File: src/rtl/aes_out_serializer.sv
// Block FIFO that streams 128-bit AES results out one byte per cycle, byte 0 (MSB) first.
// Optional even-parity output port out_parity is enabled by defining SER_PARITY_EN.
module aes_out_serializer #(
    parameter int DEPTH = 4
) (
    input  logic                     clock,
    input  logic                     reset,
    input  logic                     in_valid,
    input  logic [127:0]             in_data,
    output logic                     in_ready,
    output logic                     out_valid,
    output logic [7:0]               out_data,
    input  logic                     out_ready,
    output logic                     out_last,
`ifdef SER_PARITY_EN
    output logic                     out_parity,
`endif
    output logic [$clog2(DEPTH):0]   level
);

    localparam int AW = $clog2(DEPTH);
    localparam logic [AW:0] FULL = (AW + 1)'(DEPTH);

    logic [127:0]  mem [DEPTH];
    logic [AW-1:0] wr_ptr;
    logic [AW-1:0] rd_ptr;
    logic [AW:0]   count;
    logic [3:0]    idx;

    logic          push;
    logic          xfer;
    logic          pop;
    logic [127:0]  head;
    logic [3:0]    byte_sel;

    // Handshake flags come from registered count only, so out_ready never reaches in_ready
    // and in_valid never reaches out_valid combinationally.
    assign in_ready  = (count != FULL);
    assign out_valid = (count != '0);
    assign push      = in_valid && in_ready;
    assign xfer      = out_valid && out_ready;
    assign pop       = xfer && (idx == 4'd15);

    assign head     = mem[rd_ptr];
    assign byte_sel = 4'd15 - idx;

    // NOTE: out_data gets its default first so no path through this block can infer a latch.
    always_comb begin
        out_data = 8'h00;
        if (out_valid) begin
            out_data = head[{byte_sel, 3'b000} +: 8];
        end
    end

    assign out_last = out_valid && (idx == 4'd15);
    assign level    = count;

`ifdef SER_PARITY_EN
    assign out_parity = ^out_data;
`endif

    // NOTE: the block storage is deliberately not reset; stale entries are unreachable once
    // the pointers and count are cleared, and leaving it out keeps the array a plain RAM.
    always_ff @(posedge clock) begin
        if (push) begin
            mem[wr_ptr] <= in_data;
        end
    end

    always_ff @(posedge clock) begin
        if (reset) begin
            wr_ptr <= '0;
            rd_ptr <= '0;
            count  <= '0;
            idx    <= '0;
        end else begin
            if (push) begin
                wr_ptr <= wr_ptr + 1'b1;
            end
            if (xfer) begin
                idx <= idx + 1'b1;
                if (pop) begin
                    rd_ptr <= rd_ptr + 1'b1;
                end
            end
            case ({push, pop})
                2'b10:   count <= count + 1'b1;
                2'b01:   count <= count - 1'b1;
                default: count <= count;
            endcase
        end
    end

endmodule

File: config.mk
export PLATFORM = sky130hd
export DESIGN_NAME = aes_out_serializer
export DESIGN_NICKNAME = d
export VERILOG_FILES = /design/src/rtl/aes_out_serializer.sv
export SDC_FILE = /design/constraint.sdc
export NUM_CORES = 1
export LEC_CHECK = 0
export ABC_CLOCK_PERIOD_IN_PS = 10000
export CAP_MARGIN = 25
export CORE_ASPECT_RATIO = 1.2
export CORE_MARGIN = 5
export CORE_UTILIZATION = 45
export CTS_CLUSTER_SIZE = 14
export DETAILED_ROUTE_END_ITERATION = 6
export MAX_ROUTING_LAYER = met4
export RECOVER_POWER = 25
export REMOVE_ABC_BUFFERS = 1
export SLEW_MARGIN = 40
export SYNTH_ARGS = -nofsm -noshare
export SYNTH_HDL_FRONTEND = slang
export SYNTH_SLANG_ARGS = --single-unit
File: constraint.sdc
create_clock -name clock -period 10 [get_ports clock]
set_input_delay 2.5 -clock clock [delete_from_list [all_inputs] [get_ports clock]]
set_output_delay 2.5 -clock clock [all_outputs]
set_load 0.01 [all_outputs]
**After elaboration in Yosys (flattened, before gate mapping)**

Memory sizes are Yosys's and may differ from the RTL's. A register that Yosys moved wholly into a read port is not among the register bits.
Cells that the tools add are included.

- Register bits: 11
- Bits in latches: 0
- Memory bits (writable): 512
- Bits in read-only memories: 0
- Bits of input ports: 132
- Memories: 1

- $add $sub $neg: 6
- Multipliers: 0
- Divide/modulo/power cells: 0
- $lt $le $gt $ge: 0
- Eq/ne operators: 4
- Shifts and indexed selects: 1
- Multiplexer cells: 6
- Bitwise gates (word level): 0
- Reduce and logical (&&, ||, !) cells: 7

Memory list:

| name | words | bits a word | read ports | clocked after Yosys merged registers in | wr ports | RTL line | RTL |
|---|---|---|---|---|---|---|---|
| mem | 4 | 128 | 1 | 1 | 1 | 24 | `logic [127:0] mem [DEPTH];` |

Operators with widths:

| operator | count |
|---|---|
| $shiftx 128x8->8 | 1 |
| $mux 8 | 1 |
| $pmux 3 s2 | 1 |
| $add 2x1->2 const B | 2 |
| $add 4x1->4 const B | 1 |
| $eq 4x4->1 const B | 1 |
| $logic_and 1x1->1 | 4 |
| $mux 2 | 2 |
| $sub 4x4->4 const A | 1 |
| $add 3x1->3 const B | 1 |
| $ne 3x3->1 const B | 1 |
| $reduce_bool 3->1 | 1 |
| $sub 3x1->3 const B | 1 |
| $eq 2x1->1 const B | 1 |
| $eq 2x2->1 const B | 1 |
| $mux 1 | 2 |
| $reduce_and 2->1 | 1 |
| $reduce_bool 2->1 | 1 |

**Depth between registers and ports, before layout**

Gate-level depths: netlist of the first run.

- Word-level depth: 6
- Gate-level depth with buffers: 10
- Mapped depth without buffers: 10

**Worst setup path after synthesis of the first run**

Ideal clock, no wire load.

- Kind: input to register
- Start: in in_valid
- End: mem mem[0][0], enable pin
- Arrival: 5,481 ps
- Path slack: 4,015 ps
- Stages on the path: 1
- Cells stage by stage: and3_1

- Cells in the longest elaborated chain, start to end: 3

Ends and longest elaborated chain:

| what | RTL line | RTL |
|---|---|---|
| from (decl) | 8 | `input logic in_valid,` |
| $logic_and 1x1->1 | 40 | `assign push = in_valid && in_ready;` |
| $mux 1 | 65 | `if (push) begin` |
| $mux 1 (implied by the code) | 66 | `mem[wr_ptr] <= in_data;` |
| to (decl) | 24 |  |

No other way between the ends.

**Final worst setup path of the first run**

- Start: reg idx[0]
- End: out out_data[3]

- Cells in the longest elaborated chain, start to end: 3

Ends and longest elaborated chain:

| what | RTL line | RTL |
|---|---|---|
| from (decl) | 28 | `logic [3:0] idx;` |
| from (signal assigned) | 81 | `idx <= idx + 1'b1;` |
| $sub 4x4->4 | 45 | `assign byte_sel = 4'd15 - idx;` |
| $shiftx 128x8->8 | 51 | `out_data = head[{byte_sel, 3'b000} +: 8];` |
| $mux 8 | 50 | `if (out_valid) begin` |
| to (decl) | 12 | `output logic [7:0] out_data,` |

No other way between the ends.

==> results.sh, run 1 <==
export IMPL_status="finished, final reports clean"
export IMPL_drc=0
export IMPL_worst_pin_slew_ps=805
export IMPL_dp_hpwl_um=25100
export IMPL_grt_ovfl_total=0
export IMPL_post_route_period_util_pct=63.3
export IMPL_hold_path_class="flop to flop"
export IMPL_crit_path_end_kind="output port"
export IMPL_crit_fanout=33
export IMPL_power_density_mw_per_mm2=190
export IMPL_required_ps=7500
export IMPL_routedWlPerCell_um=23.7
export IMPL_cts_resized=0
export IMPL_io_buffers=145
export IMPL_syn_instance_count=938
export IMPL_slew_limit_headroom_pct=46.3
export IMPL_cts_sinks=525
export IMPL_grt_pass1_vias=10300
export IMPL_crit_buf_inv=2
export IMPL_drtIter0Drc=708
export IMPL_syn_avg_cell_area_um2=21.7
export IMPL_cts_buffers=50
export IMPL_cts_buffer_depth=3
export IMPL_rsz0062_at_grt="false"
export IMPL_drive_gt1_share_pct=17.7
export IMPL_path_clk_slew_ps=60
export IMPL_fin_crit_ps=6330
export IMPL_dp_cells=1659
export IMPL_synth_warnings=0
export IMPL_io_pins=146
export IMPL_design_core_area_mm2=0.0448
export IMPL_start_util_pct=45.4
export IMPL_synth_top_area_share_pct=75.7
export IMPL_synthFlopType="edfxtp_1"
export IMPL_cp_slowest_cell="nor2b_1"
export IMPL_area_growth_synth_to_final_pct=17.9
export IMPL_grt_pass1_wl_um=63400
export IMPL_hold_viol_final=0
export IMPL_synth_top_area_cell="edfxtp_1"
export IMPL_power_leakage_uw=0.00734
export IMPL_clk_latency_ps=570
export IMPL_synth_seq_area_share_pct=76.9
export IMPL_holdWs_ps=499
export IMPL_max_cap_violations=0
export IMPL_cts_hold_buffers=0
export IMPL_yosys_top_cells_area="edfxtp_1, mux4_2, mux4_1"
export IMPL_synthArstFlopShare_pct=0
export IMPL_setup_tns_ps=0
export IMPL_fin_skew_ps=13.8
export IMPL_antenna_found_initial=9
export IMPL_crit_type="flop to output port"
export IMPL_synth_edff_count=512
export IMPL_gp_congestion=0.727
export IMPL_utilization_pct=53.5
export IMPL_cts_setup_buffers=0
export IMPL_vdd_drop_max_mv=0.109
export IMPL_ant_nets=0
export IMPL_die_x_um=204
export IMPL_rows=85
export IMPL_vias_per_cell=5.48
export IMPL_fmax_ghz=0.158
export IMPL_die_h_um=243
export IMPL_worstPathCellList="buf_4 > nor2b_1 > a22oi_1 > nand3_1 > nand2_1 > o221ai_1 > clkdlybuf4s50_1"
export IMPL_fin_cells=1753
export IMPL_worstPathArrival_ps=3830
export IMPL_nets=1243
export IMPL_routed_wl_um=41600
export IMPL_dieArea_mm2=0.0495
export IMPL_cp_top_family="buffers and inverters"
export IMPL_dr_pass1_iters=5
export IMPL_slew_violations=0
export IMPL_grt_use_total_pct=17.3
export IMPL_synth_seq_cells=525
export IMPL_htree_levels=2
export IMPL_cts_tree="yes"
export IMPL_grt_start_max_net_pins=76
export IMPL_max_stage_delay_ps=710
export IMPL_vias=9599
export IMPL_ys_types=44
export IMPL_synth_area_mm2=0.0203
export IMPL_setup_violations=0
export IMPL_cts_root_buffer="clkbuf_16"
export IMPL_start_kind="flop"
[cell usage in the layout, fill, tap and decap left out, types with 18 or more instances in the layout]
master,Yosys,layout
clkinv_1,0,19
nor2_1,29,28
edfxtp_1,512,512
a211oi_1,18,18
dlygate4sd3_1,0,66
mux2i_1,34,34
clkdlybuf4s50_1,0,79
nor2b_1,18,18
mux4_2,98,98
clkbuf_16,0,51
[layer usage]
metal / share of wire, % / GRT usage [%] / vias up
met5: 0 / - / -
met4: 2.3 / 4.85 / 0
met3: 4.3 / 2.58 / 83
met2: 52 / 29.1 / 229
met1: 41 / 22.3 / 4992
li1: - / - / 4295
[tightest hold or removal path: cells and delay by family (launching register included)]
family | cells | cell delay (ps)
DFF | 1 | 330
and+or+nand+nor | 1 | 60
AOI/OAI and AO/OA | 1 | 50
[worst paths after layout]
kind	startpoint	end	slack [ps]	depth (start not counted)
worst max-delay path	idx[0]$_SDFFE_PP0P_	out_data[3]	3670	7
worst min-delay path	wr_ptr[1]$_SDFFE_PP0P_	wr_ptr[1]$_SDFFE_PP0P_	500	2
worst max register to register	idx[0]$_SDFFE_PP0P_	level[2]$_SDFFE_PP0P_	6790	10
worst min register to register	wr_ptr[1]$_SDFFE_PP0P_	wr_ptr[1]$_SDFFE_PP0P_	500	2
[where the power goes]
group / internal, µW / switching (µW)
Clock: 947 / 754
Combinational: 133 / 168
Sequential: 2530 / 27.5
Total: 3610 / 950
[cell type report]
type / instances / area, µm²
clock inverter: 29 / 153
inverter: 9 / 33.8
antenna: 6 / 15.0
multi-input combinational: 353 / 4370
tap: 609 / 762
sequential: 525 / 15600
fill: 3477 / 20800
timing repair buffer: 165 / 1680
clock buffer: 57 / 1300
[Yosys cell counts (all sizes together) (11+ instances only)]
cell,count
a211oi,18
nand2,14
a21oi,16
mux2,11
mux4,114
a22oi,15
a2111oi,12
nor2,29
nand3,13
dfxtp,13
buf,36
nor2b,18
mux2i,34
clkbuf,15
edfxtp,512
[cell families (layout without fill, tap and decap cells)]
logic type      after synthesis  in the layout  share of synthesized area (%)
compound gates               90             90                           3.18
other cells                   0              6                              0
simple gates                 90             90                           2.19
xor+xnor                      7              7                          0.302
flops                       525            525                           76.9
buf+inv                      60            260                           1.71
mux                         159            159                           15.2
fa+ha+maj                     7              7                          0.468
[registers in the layout (all words and copies together) (netlist names), named ones only]
signal / cells
rd_ptr: 2
idx: 4
level: 3
mem: 512
wr_ptr: 2
[per-stage QoR]
stage	total power, µW	setup slack [ps]	area (µm²)
after floorplan	2750	1120	20000
after global placement	2900	3840	22400
after detailed placement	2910	3920	22400
after CTS	4620	3300	23900
after global routing	4730	3430	24000
final	4550	3670	24000
No activity file was read; power rests on OpenSTA's default activity.
==> run 2, diff against run 1 <==
--- a/config.mk
+++ b/config.mk
@@ -5,7 +5,7 @@
 export SDC_FILE = /design/constraint.sdc
 export NUM_CORES = 1
 export LEC_CHECK = 0
-export ABC_CLOCK_PERIOD_IN_PS = 10000
+export ABC_CLOCK_PERIOD_IN_PS = 5600
 export CAP_MARGIN = 25
 export CORE_ASPECT_RATIO = 1.2
 export CORE_MARGIN = 5
@@ -13,6 +13,7 @@
 export CTS_CLUSTER_SIZE = 14
 export DETAILED_ROUTE_END_ITERATION = 6
 export MAX_ROUTING_LAYER = met4
+export PLACE_DENSITY = 0.66
 export RECOVER_POWER = 25
 export REMOVE_ABC_BUFFERS = 1
 export SLEW_MARGIN = 40
==> constraint.sdc (replaced) <==
create_clock -name clock -period 5.6 [get_ports clock]
set_input_delay 1.4 -clock clock [delete_from_list [all_inputs] [get_ports clock]]
set_output_delay 1.4 -clock clock [all_outputs]
set_load 0.01 [all_outputs]
==> run 2 against run 1 <==
Design area increased by 0.83%. Sequential share of layout area decreased by 0.54 points. Register-to-register slack got worse by 4000 ps. Power increased by 80%. Clock power increased by 83%. Critical path depth increased by 1. Global-route usage increased by 0.12 points. First-iteration DRC count decreased by 1.7%. Sequential power increased by 79%. Worst hold slack improved by 3.3 ps. Largest cell class unchanged. Largest power group unchanged.
==> results.sh, run 2 (synthesis results as in run 1) <==
export IMPL_status="finished, final reports clean"
export IMPL_pre_cts_ws_ps=1190
export IMPL_ant_nets=0
export IMPL_cts_sinks=525
export IMPL_final_cell_mix="edfxtp_1, mux4_2, clkdlybuf4s50_1"
export IMPL_dp_hpwl_um=26000
export IMPL_gp_congestion=0.730
export IMPL_crit_buf_inv=3
export IMPL_utilization_pct=53.9
export IMPL_worstPathArrival_ps=3560
export IMPL_fin_skew_ps=9.72
export IMPL_start_util_pct=45.4
export IMPL_worstPathCellList="buf_12 > buf_12 > mux4_2 > mux2i_1 > a211oi_1 > nand2_1 > o221ai_1 > clkdlybuf4s50_1"
export IMPL_antenna_found_initial=12
export IMPL_grt_pass1_wl_um=63500
export IMPL_setup_slack_ps=640
export IMPL_combPwrFrac_pct=6.6
export IMPL_dr_pass1_iters=5
export IMPL_htree_levels=2
export IMPL_cts_buffer_depth=3
export IMPL_vias_per_cell=5.48
export IMPL_worst_path_stages=8
export IMPL_grt_ovfl_total=0
export IMPL_reg2reg_slack_ps=2840
export IMPL_fin_crit_ps=4960
export IMPL_power_leakage_uw=0.00743
export IMPL_hold_viol_final=0
export IMPL_final_common_cell="edfxtp_1"
export IMPL_cts_root_buffer="clkbuf_16"
export IMPL_cts_hold_buffers=0
export IMPL_design_core_area_mm2=0.0448
export IMPL_crit_path_end_kind="output port"
export IMPL_slew_violations=0
export IMPL_rr_startpoint="idx[0]$_SDFFE_PP0P_"
export IMPL_routed_wl_um=42100
export IMPL_cts_tree="yes"
export IMPL_p_seq_share_pct=55.6
export IMPL_cp_top_family="buffers and inverters"
export IMPL_clkPwrFrac_pct=37.9
export IMPL_vdd_drop_max_mv=0.242
export IMPL_registers_top_by_ff_count="mem"
export IMPL_io_buffers=145
export IMPL_power_density_mw_per_mm2=340
export IMPL_intPower_uw=6510
export IMPL_fin_cells=1767
export IMPL_crit_fanout=40
export IMPL_largest_register_ffs=512
export IMPL_p_sw_uw=1710
export IMPL_grt_pass1_vias=10300
export IMPL_r2r_end="level[2]$_SDFFE_PP0P_"
export IMPL_start_kind="flop"
export IMPL_path_clk_slew_ps=60
export IMPL_post_route_period_util_pct=88.6
export IMPL_cts_buffers=49
export IMPL_fmax_ghz=0.202
export IMPL_grt_use_met3_pct=3.12
export IMPL_max_stage_delay_ps=680
export IMPL_area_growth_synth_to_final_pct=18.9
export IMPL_worst_pin_slew_ps=820
export IMPL_top_usage_layer="met2"
export IMPL_die_x_um=204
export IMPL_vias=9676
export IMPL_clk_latency_ps=570
export IMPL_drtIter0Drc=696
export IMPL_reg2regPathDepth=9
export IMPL_rsz0062_at_grt="false"
export IMPL_drc=0
export IMPL_drive_gt1_share_pct=18.5
export IMPL_setup_violations=0
export IMPL_dp_cells=1671
export IMPL_grt_use_total_pct=17.4
export IMPL_nets=1253
export IMPL_cts_resized=0
export IMPL_io_pins=146
export IMPL_cp_common_cell="buf_12"
export IMPL_cts_setup_buffers=0
export IMPL_dieArea_mm2=0.0495
export IMPL_slew_limit_headroom_pct=45.3
export IMPL_grt_start_max_net_pins=65
export IMPL_rows=85
export IMPL_crit_path_end="out_data[5]"
export IMPL_p_sw_share_pct=20.8
export IMPL_max_cap_violations=0
export IMPL_required_ps=4200
export IMPL_die_h_um=243
export IMPL_grtUsageMet1_pct=22.6
export IMPL_use_met2_pct=28.6
export IMPL_hold_path_class="flop to flop"
export IMPL_routedWlPerCell_um=23.8
export IMPL_crit_type="flop to output port"
export IMPL_cp_slowest_cell="dfxtp_4"
-- run 2: changes by cell type in the layout (fill, tap and decap cells not counted), sizes merged --
cell      previous run  this run
diode                6         9
clkinv              26        15
clkbuf              57        66
clkinvlp             1         2
bufinv               1         2
buf                 20        31
-- run 2: tightest hold or removal path: cells and delay by family, from the launching register on --
| family | cells | cell delay, ps |
|---|---|---|
| flip-flops | 1 | 340 |
| AO/OA/AOI/OAI | 1 | 50 |
| AND/OR/NAND/NOR | 1 | 60 |
-- run 2: routing by layer --
layer  part of all wire [%]  routed length [µm]
met1                     41               17400
met2                     51               21500
met3                    4.8                2030
met4                    2.7                1150
met5                      0                   0
-- run 2: how the worst min path moves through the flow --
stage | from | end | slack [ps] | cells after the start
final | wr_ptr[1]$_SDFFE_PP0P_ | wr_ptr[1]$_SDFFE_PP0P_ | 500 | 2
after global routing | wr_ptr[1]$_SDFFE_PP0P_ | wr_ptr[1]$_SDFFE_PP0P_ | 540 | 2
after CTS | wr_ptr[1]$_SDFFE_PP0P_ | wr_ptr[1]$_SDFFE_PP0P_ | 510 | 2
after detailed placement | wr_ptr[1]$_SDFFE_PP0P_ | wr_ptr[1]$_SDFFE_PP0P_ | 500 | 2
after global placement | wr_ptr[1]$_SDFFE_PP0P_ | wr_ptr[1]$_SDFFE_PP0P_ | 490 | 2
after floorplan | wr_ptr[1]$_SDFFE_PP0P_ | wr_ptr[1]$_SDFFE_PP0P_ | 460 | 2
-- run 2: area by class of cell --
cell class | instances | area (µm²)
Antenna cell | 9 | 22.5
Clock buffer | 66 | 1330
Clock inverter | 20 | 149
Fill cell | 3456 | 20600
Inverter | 9 | 33.8
Multi-Input combinational cell | 353 | 4360
Sequential cell | 525 | 15600
Tap cell | 609 | 762
Timing Repair Buffer | 176 | 1850
-- run 2: metrics by stage --
stage / TNS (ps) / cell area (µm²) / power [µW] / hold WS [ps]
after detailed placement: 0 / 22600 / 5210 / 497
after global routing: 0 / 24200 / 8520 / 540
after global placement: 0 / 22600 / 5190 / 490
after CTS: 0 / 24100 / 8320 / 506
after floorplan: -16230 / 20000 / 4910 / 463
final: 0 / 24200 / 8220 / 502
-- run 2: power by group through the flow --
| stage | Sequential [µW] | Clock, µW | Combinational (µW) |
|---|---|---|---|
| 2_1_floorplan | 4660 | 0 | 255 |
| 6_report | 4570 | 3110 | 541 |
| 4_1_cts | 4570 | 3190 | 559 |
| 3_3_place_gp | 4640 | 0 | 548 |
| 3_5_place_dp | 4650 | 0 | 558 |
| 5_1_grt | 4580 | 3360 | 584 |
==> run 3, diff against run 2 <==
--- a/config.mk
+++ b/config.mk
@@ -5,7 +5,6 @@
 export SDC_FILE = /design/constraint.sdc
 export NUM_CORES = 1
 export LEC_CHECK = 0
-export ABC_CLOCK_PERIOD_IN_PS = 5600
 export CAP_MARGIN = 25
 export CORE_ASPECT_RATIO = 1.2
 export CORE_MARGIN = 5
@@ -13,7 +12,7 @@
 export CTS_CLUSTER_SIZE = 14
 export DETAILED_ROUTE_END_ITERATION = 6
 export MAX_ROUTING_LAYER = met4
-export PLACE_DENSITY = 0.66
+export PLACE_DENSITY = 0.72
 export RECOVER_POWER = 25
 export REMOVE_ABC_BUFFERS = 1
 export SLEW_MARGIN = 40
==> run 3 against run 2 <==
Maximum frequency is 0.46% higher. Core utilization is 0.084 points lower. Worst setup slack better by 23 ps. Critical path type unchanged. Critical path depth stayed put. Non-clock buffer count stayed put. Die area stayed put. Count of clock-buffer cells in the layout is 3 lower. Clock skew is 15 ps higher. Power is 0.83% lower. Global-route usage is 0.26 points lower. Sequential share of layout area is 0.10 points higher.
==> results.sh, run 3 (synthesis results as in run 1) <==
export IMPL_drive_gt1_share_pct=18.5
export IMPL_cp_slowest_cell="dfxtp_4"
export IMPL_vias_per_cell=5.41
export IMPL_worstHoldStart="wr_ptr[1]$_SDFFE_PP0P_"
export IMPL_vdd_drop_max_mv=0.255
export IMPL_cts_tree="yes"
export IMPL_area_growth_synth_to_final_pct=18.7
export IMPL_htree_levels=2
export IMPL_p_seq_share_pct=56.0
export IMPL_path_clk_slew_ps=60
export IMPL_fin_crit_ps=4940
export IMPL_power_density_mw_per_mm2=338
export IMPL_cts_root_buffer="clkbuf_16"
export IMPL_r2r_end="level[2]$_SDFFE_PP0P_"
export IMPL_design_core_area_mm2=0.0448
export IMPL_die_x_um=204
export IMPL_gp_congestion=0.744
export IMPL_clk_latency_ps=570
export IMPL_combPwrFrac_pct=6.5
export IMPL_p_total_uw=8150
export IMPL_fin_cells=1775
export IMPL_routed_wl_um=41300
export IMPL_start_kind="flop"
export IMPL_dp_hpwl_um=26200
export IMPL_registers_top_by_ff_count="mem"
export IMPL_hold_viol_final=0
export IMPL_grt_start_max_net_pins=75
export IMPL_grt_pass1_vias=10400
export IMPL_cts_hold_buffers=0
export IMPL_slew_limit_headroom_pct=46.0
export IMPL_reg2reg_slack_ps=2410
export IMPL_hold_path_class="flop to flop"
export IMPL_dp_cells=1672
export IMPL_dpl_cell_area_mm2=0.0226
export IMPL_cts_buffer_depth=3
export IMPL_crit_path_end_kind="output port"
export IMPL_min_to="wr_ptr[1]$_SDFFE_PP0P_"
export IMPL_cts_buffers=49
export IMPL_largest_register_ffs=512
export IMPL_grt_use_total_pct=17.2
export IMPL_status="finished, final reports clean"
export IMPL_die_h_um=243
export IMPL_slew_violations=0
export IMPL_worstPathCellList="buf_12 > buf_4 > mux4_1 > nor2_1 > a2111oi_0 > a21oi_1 > o221ai_1 > clkdlybuf4s50_1"
export IMPL_drtIter0Drc=714
export IMPL_cts_sinks=525
export IMPL_post_route_period_util_pct=88.2
export IMPL_grt_ovfl_total=0
export IMPL_worstPathArrival_ps=3540
export IMPL_cts_resized=0
export IMPL_dr_pass1_iters=5
export IMPL_crit_fanout=42
export IMPL_p_sw_uw=1700
export IMPL_final_area_mm2=0.0241
export IMPL_required_ps=4200
export IMPL_start_util_pct=45.4
export IMPL_setup_violations=0
export IMPL_final_cell_mix="edfxtp_1, mux4_2, dlygate4sd3_1"
export IMPL_p_sw_share_pct=20.8
export IMPL_io_pins=146
export IMPL_nets=1253
export IMPL_whs_path_depth=2
export IMPL_dieArea_mm2=0.0495
export IMPL_rsz0062_at_grt="false"
export IMPL_reg2regPathDepth=10
export IMPL_max_cap_violations=0
export IMPL_antenna_found_initial=21
export IMPL_crit_type="flop to output port"
export IMPL_power_leakage_uw=0.00741
export IMPL_final_common_cell="edfxtp_1"
export IMPL_fin_skew_ps=25.2
export IMPL_worst_pin_slew_ps=806
export IMPL_io_buffers=145
export IMPL_drc=0
export IMPL_clkPwrFrac_pct=37.5
export IMPL_ant_nets=0
export IMPL_max_stage_delay_ps=630
export IMPL_cts_setup_buffers=0
export IMPL_routedWlPerCell_um=23.3
export IMPL_grt_pass1_wl_um=63400
export IMPL_intPower_uw=6450
export IMPL_rr_startpoint="idx[0]$_SDFFE_PP0P_"
export IMPL_vias=9605
export IMPL_fmax_ghz=0.203
export IMPL_rows=85
## run 3: area by class of cell
class	count	area (µm²)
fill	3422	20700
sequential	525	15600
multi-input combinational	353	4360
timing repair buffer	176	1810
clock buffer	63	1280
tap	609	762
clock inverter	23	185
antenna	17	42.5
inverter	9	33.8
## run 3: worst max-delay path by stage
| stage | startpoint | endpoint | slack, ps | depth (start not counted) |
|---|---|---|---|---|
| floorplan | flop | out_data[2] | -2180 | 5 |
| global placement | flop | out_data[0] | 1060 | 7 |
| detailed placement | flop | out_data[5] | 1230 | 8 |
| CTS | flop | out_data[5] | 610 | 8 |
| global route | flop | out_data[0] | 410 | 8 |
| finish | flop | out_data[5] | 660 | 8 |
## run 3: critical path: cells and delay by family (launching register included)
family	cells	cell delay [ps]
buffers and inverters	3	1270
flip-flops	1	630
AO/OA/AOI/OAI	3	760
AND/OR/NAND/NOR	1	50
multiplexers	1	230
## run 3: power by group through the flow
stage	Combinational, µW	Clock (µW)	Sequential (µW)
2_1_floorplan	255	0	4660
3_3_place_gp	539	0	4640
3_5_place_dp	551	0	4650
4_1_cts	553	3140	4570
5_1_grt	574	3310	4580
6_report	530	3060	4560
## run 3: per-stage QoR
step	hold WS (ps)	util (%)	setup WS (ps)	setup TNS (ps)
after floorplan	463	-	-2180	-16230
after global placement	487	50.4	1060	0
after detailed placement	504	50.5	1230	0
after CTS	517	53.8	615	0
after global routing	528	53.9	407	0
final	514	53.9	663	0
## run 3: metal layers
metal	global-route usage, %	vias up	part of all wire (%)
li1	-	4333	-
met1	21.8	4959	41
met2	28.1	238	51
met3	4.31	75	5.7
met4	4.32	0	2.3
met5	-	-	0
==> variant 1: new RTL, settings of run 2 <==
Add a define of `SER_PARITY_EN`.
--- a/src/rtl/aes_out_serializer.sv
+++ b/src/rtl/aes_out_serializer.sv
@@ -1,4 +1,6 @@
 // Block FIFO that streams 128-bit AES results out one byte per cycle, byte 0 (MSB) first.
 // Optional even-parity output port out_parity is enabled by defining SER_PARITY_EN.
+`define SER_PARITY_EN
+
 module aes_out_serializer #(
     parameter int DEPTH = 4
Function (old outputs only; new: out_parity): same outputs for any inputs over 4 cycles, from zero or initial values and one cycle with reset high; that may be too few to reach the edited logic, so the function may still have changed.
==> variant 1 against run 2 <==
  * First-iteration DRC count grew 4.9%
  * Via count grew 0.68%
  * Maximum frequency shrank 3.6%
  * Final cell count is essentially flat
  * Total power grew 2.0%
  * Design area grew 2.0%
  * Routed wire length grew 2.7%
  * Sequential cell count is the same
  * Area after synthesis grew 0.82%
  * Sequential power is essentially flat
  * Worst setup slack lost 0.19 ns
  * Largest cell class unchanged
==> variant 1: results (changes against run 2) <==
Status: complete, no violations
Synth Area in Adders: 0.4642% (-0.0038 points)
Port Buffers: 146 (+0.69%)
Post-synthesis compound-gate area fraction: 2.474% (-0.70 points)
CTS Buf Count: 50 (+2.0%)
Seq pwr share: 54.3% (-1.3 points)
Pleak: 7.719 nW (+3.9%)
Comb power frac: 7.6% (+1.0 points)
Largest net degree at the start of global routing: 54 (-17%)
Relative slew margins: 50.69% (+5.4 points)
TritonRoute pass-1 iters: 4 (-1)
Int Power: 6.621 mW (+1.7%)
Post-CTS Resized: 3 (+3)
Metal-1 WL: 17.84 mm (+2.3%)
Area after DPL: 22910 sq um (+1.2%)
Antenna violations before repair: 4 (-8)
Met3 Wirelength: 2.654 mm (+31%)
XOR/XNOR Fraction of Synth Area: 0.6474% (+0.35 points)
Register-to-Register Path Depth: 11 (+2)
Vias in the first global route: 10530 (+2.7%)
GP Congestion: 0.7637 (+4.6%)
Fill cell total of the finished layout: 3412 (-1.3%)
Via density: 5.510 (+0.63%)
DP HPWL: 27.99 mm (+7.8%)
Largest cells by area after synthesis: edfxtp_1 (75%), mux4_2 (12%), mux4_1 (2.2%)
Arrival time at the worst endpoint: 3.75 ns (+0.19 ns)
Critical Path Slowest Stage Cell: mux4_1
M2 GR Usage: 28.79% (+0.23 points)
Commonest cells in the netlist: edfxtp_1 (512), mux4_2 (113), mux2i_1 (33)
Layout cells sized above 1: 21.47% (+2.9 points)
M3 GR Usage: 3.657% (+0.53 points)
Peak VDD IR: 0.0002357 V (-2.8%)
Top delay family on crit path: multiplexers
Largest register FFs: 512 (unchanged)
Net Switching: 1.765 mW (+3.3%)
Post-CTS Setup Repair Bufs: 5 (+5)
Register area share after synthesis: 76.32% (-0.63 points)
GR Util All Layers: 17.83% (+0.39 points)
First-pass GRT wire length: 65.03 mm (+2.3%)
## variant 1: cell count changes after synthesis, sizes merged, moves of 3 or more
cell,change
nor2b,-14
o221ai,-5
mux2,-10
mux4,+16
a22oi,+4
nand3b,+3
a32oi,+3
nand3,-7
o21ai,+3
a2111oi,-12
a211oi,-13
## variant 1: worst register-to-register path, stage by stage (launching register included)
cell and delay (ns):
dfxtp_4 0.62, buf_12 0.25, ha_1 0.20, nand2_1 0.06, nor2_1 0.24, and2_1 0.31
ha_1 0.23, inv_1 0.06, fa_1 0.37, xor2_1 0.15, or3_1 0.30, a21oi_1 0.15
## variant 1: through the flow
stage / setup TNS [ns] / std cells / util [%] / hold WS [ns] / setup WS, ns
after floorplan: -11.44 / 866 / - / 0.4631 / -1.980
after global placement: 0 / 1660 / 50.76 / 0.4905 / 0.4417
after detailed placement: 0 / 1664 / 50.93 / 0.4897 / 0.5001
after CTS: 0 / 1761 / 54.57 / 0.4981 / 0.04806
after global routing: 0 / 1768 / 54.75 / 0.5359 / 0.3046
final: 0 / 1768 / 54.75 / 0.4968 / 0.4530
## variant 1: cell families after synthesis
group,after synthesis
xor gates and xnor gates,12
AOI/OAI and AO/OA,72
adders and majority gates,7
buffers and inverters,56
DFF,525
muxes,164
and+or+nand+nor,77
## variant 1: cell type report
type / count / area share [%]
antenna: 4 / 0.04064
clock buffer: 66 / 5.410
clock inverter: 26 / 0.8890
inverter: 9 / 0.1372
multi-input combinational: 332 / 18.20
sequential: 525 / 63.52
tap: 609 / 3.094
timing repair buffer: 197 / 8.712
## variant 1: worst paths after layout
kind,from,end,slack [ns]
setup reg to reg,idx[0],level[2],2.59
setup / recovery,flop,out_parity,0.45
hold reg to reg,wr_ptr[1],wr_ptr[1],0.50
hold / removal,wr_ptr[1],wr_ptr[1],0.50
==> variant 2: new RTL, settings of run 2 <==
Made on the original files. Register the output `level` once more, with the module's reset; this adds one clock of latency there. The other outputs are not delayed to match.
--- a/src/rtl/aes_out_serializer.sv
+++ b/src/rtl/aes_out_serializer.sv
@@ -54,5 +54,11 @@
 
     assign out_last = out_valid && (idx == 4'd15);
-    assign level    = count;
+    always_ff @(posedge clock) begin
+        if (reset) begin
+            level <= '0;
+        end else begin
+            level <= count;
+        end
+    end
 
 `ifdef SER_PARITY_EN
Function: changed (a bounded check fails within 4 cycles, from zero or initial values and one cycle with reset high).
==> variant 2 against run 2 <==
  * Design area grew 0.17%
  * Routed wire length down 0.37%
  * Register-to-register slack got worse by 0.12 ns
  * Non-clock buffer count increased by 1
  * Worst setup slack improved by 0.012 ns
  * Global-route usage about the same
  * Largest cell class unchanged
  * Sequential power barely moved
  * Largest power group unchanged
  * Synthesized cell count is 0.11% higher
  * Total power grew 0.19%
  * Area after synthesis down 0.20%
  * Sequential cell count is 3 higher
==> variant 2: results (changes against run 2) <==
Status: complete, no violations
Comb power frac: 5.8% (-0.8 points)
Pleak: 7.516 nW (+1.2%)
Register-to-Register Path Depth: 8 (-1)
Largest cells by area after synthesis: edfxtp_1 (76%), mux4_2 (9.4%), mux2i_1 (3.9%)
Largest net degree at the start of global routing: 129 (+98%)
CTS Buf Count: 50 (+2.0%)
Post-route setup slack: 0.6518 ns (+0.01199 ns)
Antenna violations before repair: 16 (+4)
Critical register-to-register path endpoint: count[2]
M3 GR Usage: 3.227% (+0.10 points)
Relative slew margins: 40.18% (-5.1 points)
Clock group total power: 3.18 mW (+2%)
Worst Setup EP: out_data[3]
Register area share after synthesis: 77.39% (+0.45 points)
Clock power frac: 38.6% (+0.7 points)
Peak VDD IR: 0.0001971 V (-19%)
Arrival time at the worst endpoint: 3.55 ns (about the same)
Vias in the first global route: 10440 (+1.9%)
Worst r2r src: count[2]
Dpl ws: 1.206 ns (+0.01739 ns)
Int Power: 6.552 mW (+0.66%)
Commonest cells in the netlist: edfxtp_1 (512), mux4_2 (85), mux2i_1 (79)
Max Root-Sink Buffers: 3 (unchanged)
Via density: 5.509 (+0.60%)
M2 GR Usage: 28.33% (-0.23 points)
GP Congestion: 0.7228 (-0.96%)
Vias: 9789 (+1.2%)
Nets: 1255 (+0.16%)
Syn Area/Cell: 21.60 sq um (-0.30%)
Area after DPL: 22570 sq um (-0.27%)
First-pass GRT wire length: 63.79 mm (+0.38%)
Layout cells sized above 1: 18.01% (-0.53 points)
DP HPWL: 24.43 mm (-5.9%)
DRT iter0 DRCs: 724 (+4.0%)
GR Util All Layers: 17.45% (about the same)
Avg WL per Cell: 23.62 um (-0.93%)
Setup Skew: 0.01074 ns (+0.001026 ns)
Cell variety after synth: 36 (-18%)
M1 GR Usage: 22.52% (-0.12 points)
R2R Setup Slk: 2.72 ns (-0.12 ns)
==> variant 2: cell count changes after synthesis, sizes merged, moves of 12 or more <==
| cell | delta |
|---|---|
| mux4 | -17 |
| clkbuf | +12 |
| a211o | +14 |
| nor2b | -14 |
| o22ai | +18 |
| a22oi | -13 |
| mux2i | +45 |
| a211oi | -16 |
| o21ai | +12 |
| a221oi | +12 |
| a2111oi | -12 |
==> variant 2: layout make-up <==
type                       count  area (sq um)
sequential                   528         15710
tap                          609         762.0
timing repair buffer         177          1819
antenna                       13         32.53
fill                        3460         20580
clock inverter                25         161.4
inverter                       7         26.28
multi-input combinational    352          4307
clock buffer                  66          1375
==> variant 2: per-layer routing <==
layer	up-vias	routed length (um)
met2	257	21420
met3	77	2363
met5	-	0
met1	5127	17090
met4	0	1090
li1	4328	-
==> variant 2: worst min path at each step <==
stage               slack (ns)  depth (start not counted)  startpoint   endpoint
floorplan                 0.46                          2   wr_ptr[1]  wr_ptr[1]
global placement          0.48                          2   wr_ptr[1]  wr_ptr[1]
detailed placement        0.49                          2   wr_ptr[1]  wr_ptr[1]
CTS                       0.50                          2   wr_ptr[1]  wr_ptr[1]
global route              0.54                          2   wr_ptr[1]  wr_ptr[1]
finish                    0.50                          2   wr_ptr[1]  wr_ptr[1]
==> variant 2: kinds of logic after synthesis <==
logic type	Yosys count	share of synthesized area, %
xor gates and xnor gates	8	0.3455
buffers and inverters	59	1.530
muxes	190	15.67
DFF	528	77.39
and+or+nand+nor	53	1.240
adders and majority gates	7	0.4689
AOI/OAI and AO/OA	94	3.350
==> variant 2: worst max-delay path, cell delays in order (launching register included) <==
cell and delay [ns]:
dfxtp_4 0.77, buf_4 0.31, mux4_1 0.55, mux2_2 0.29, a221oi_1 0.35, o22ai_1 0.20
clkdlybuf4s50_1 0.51
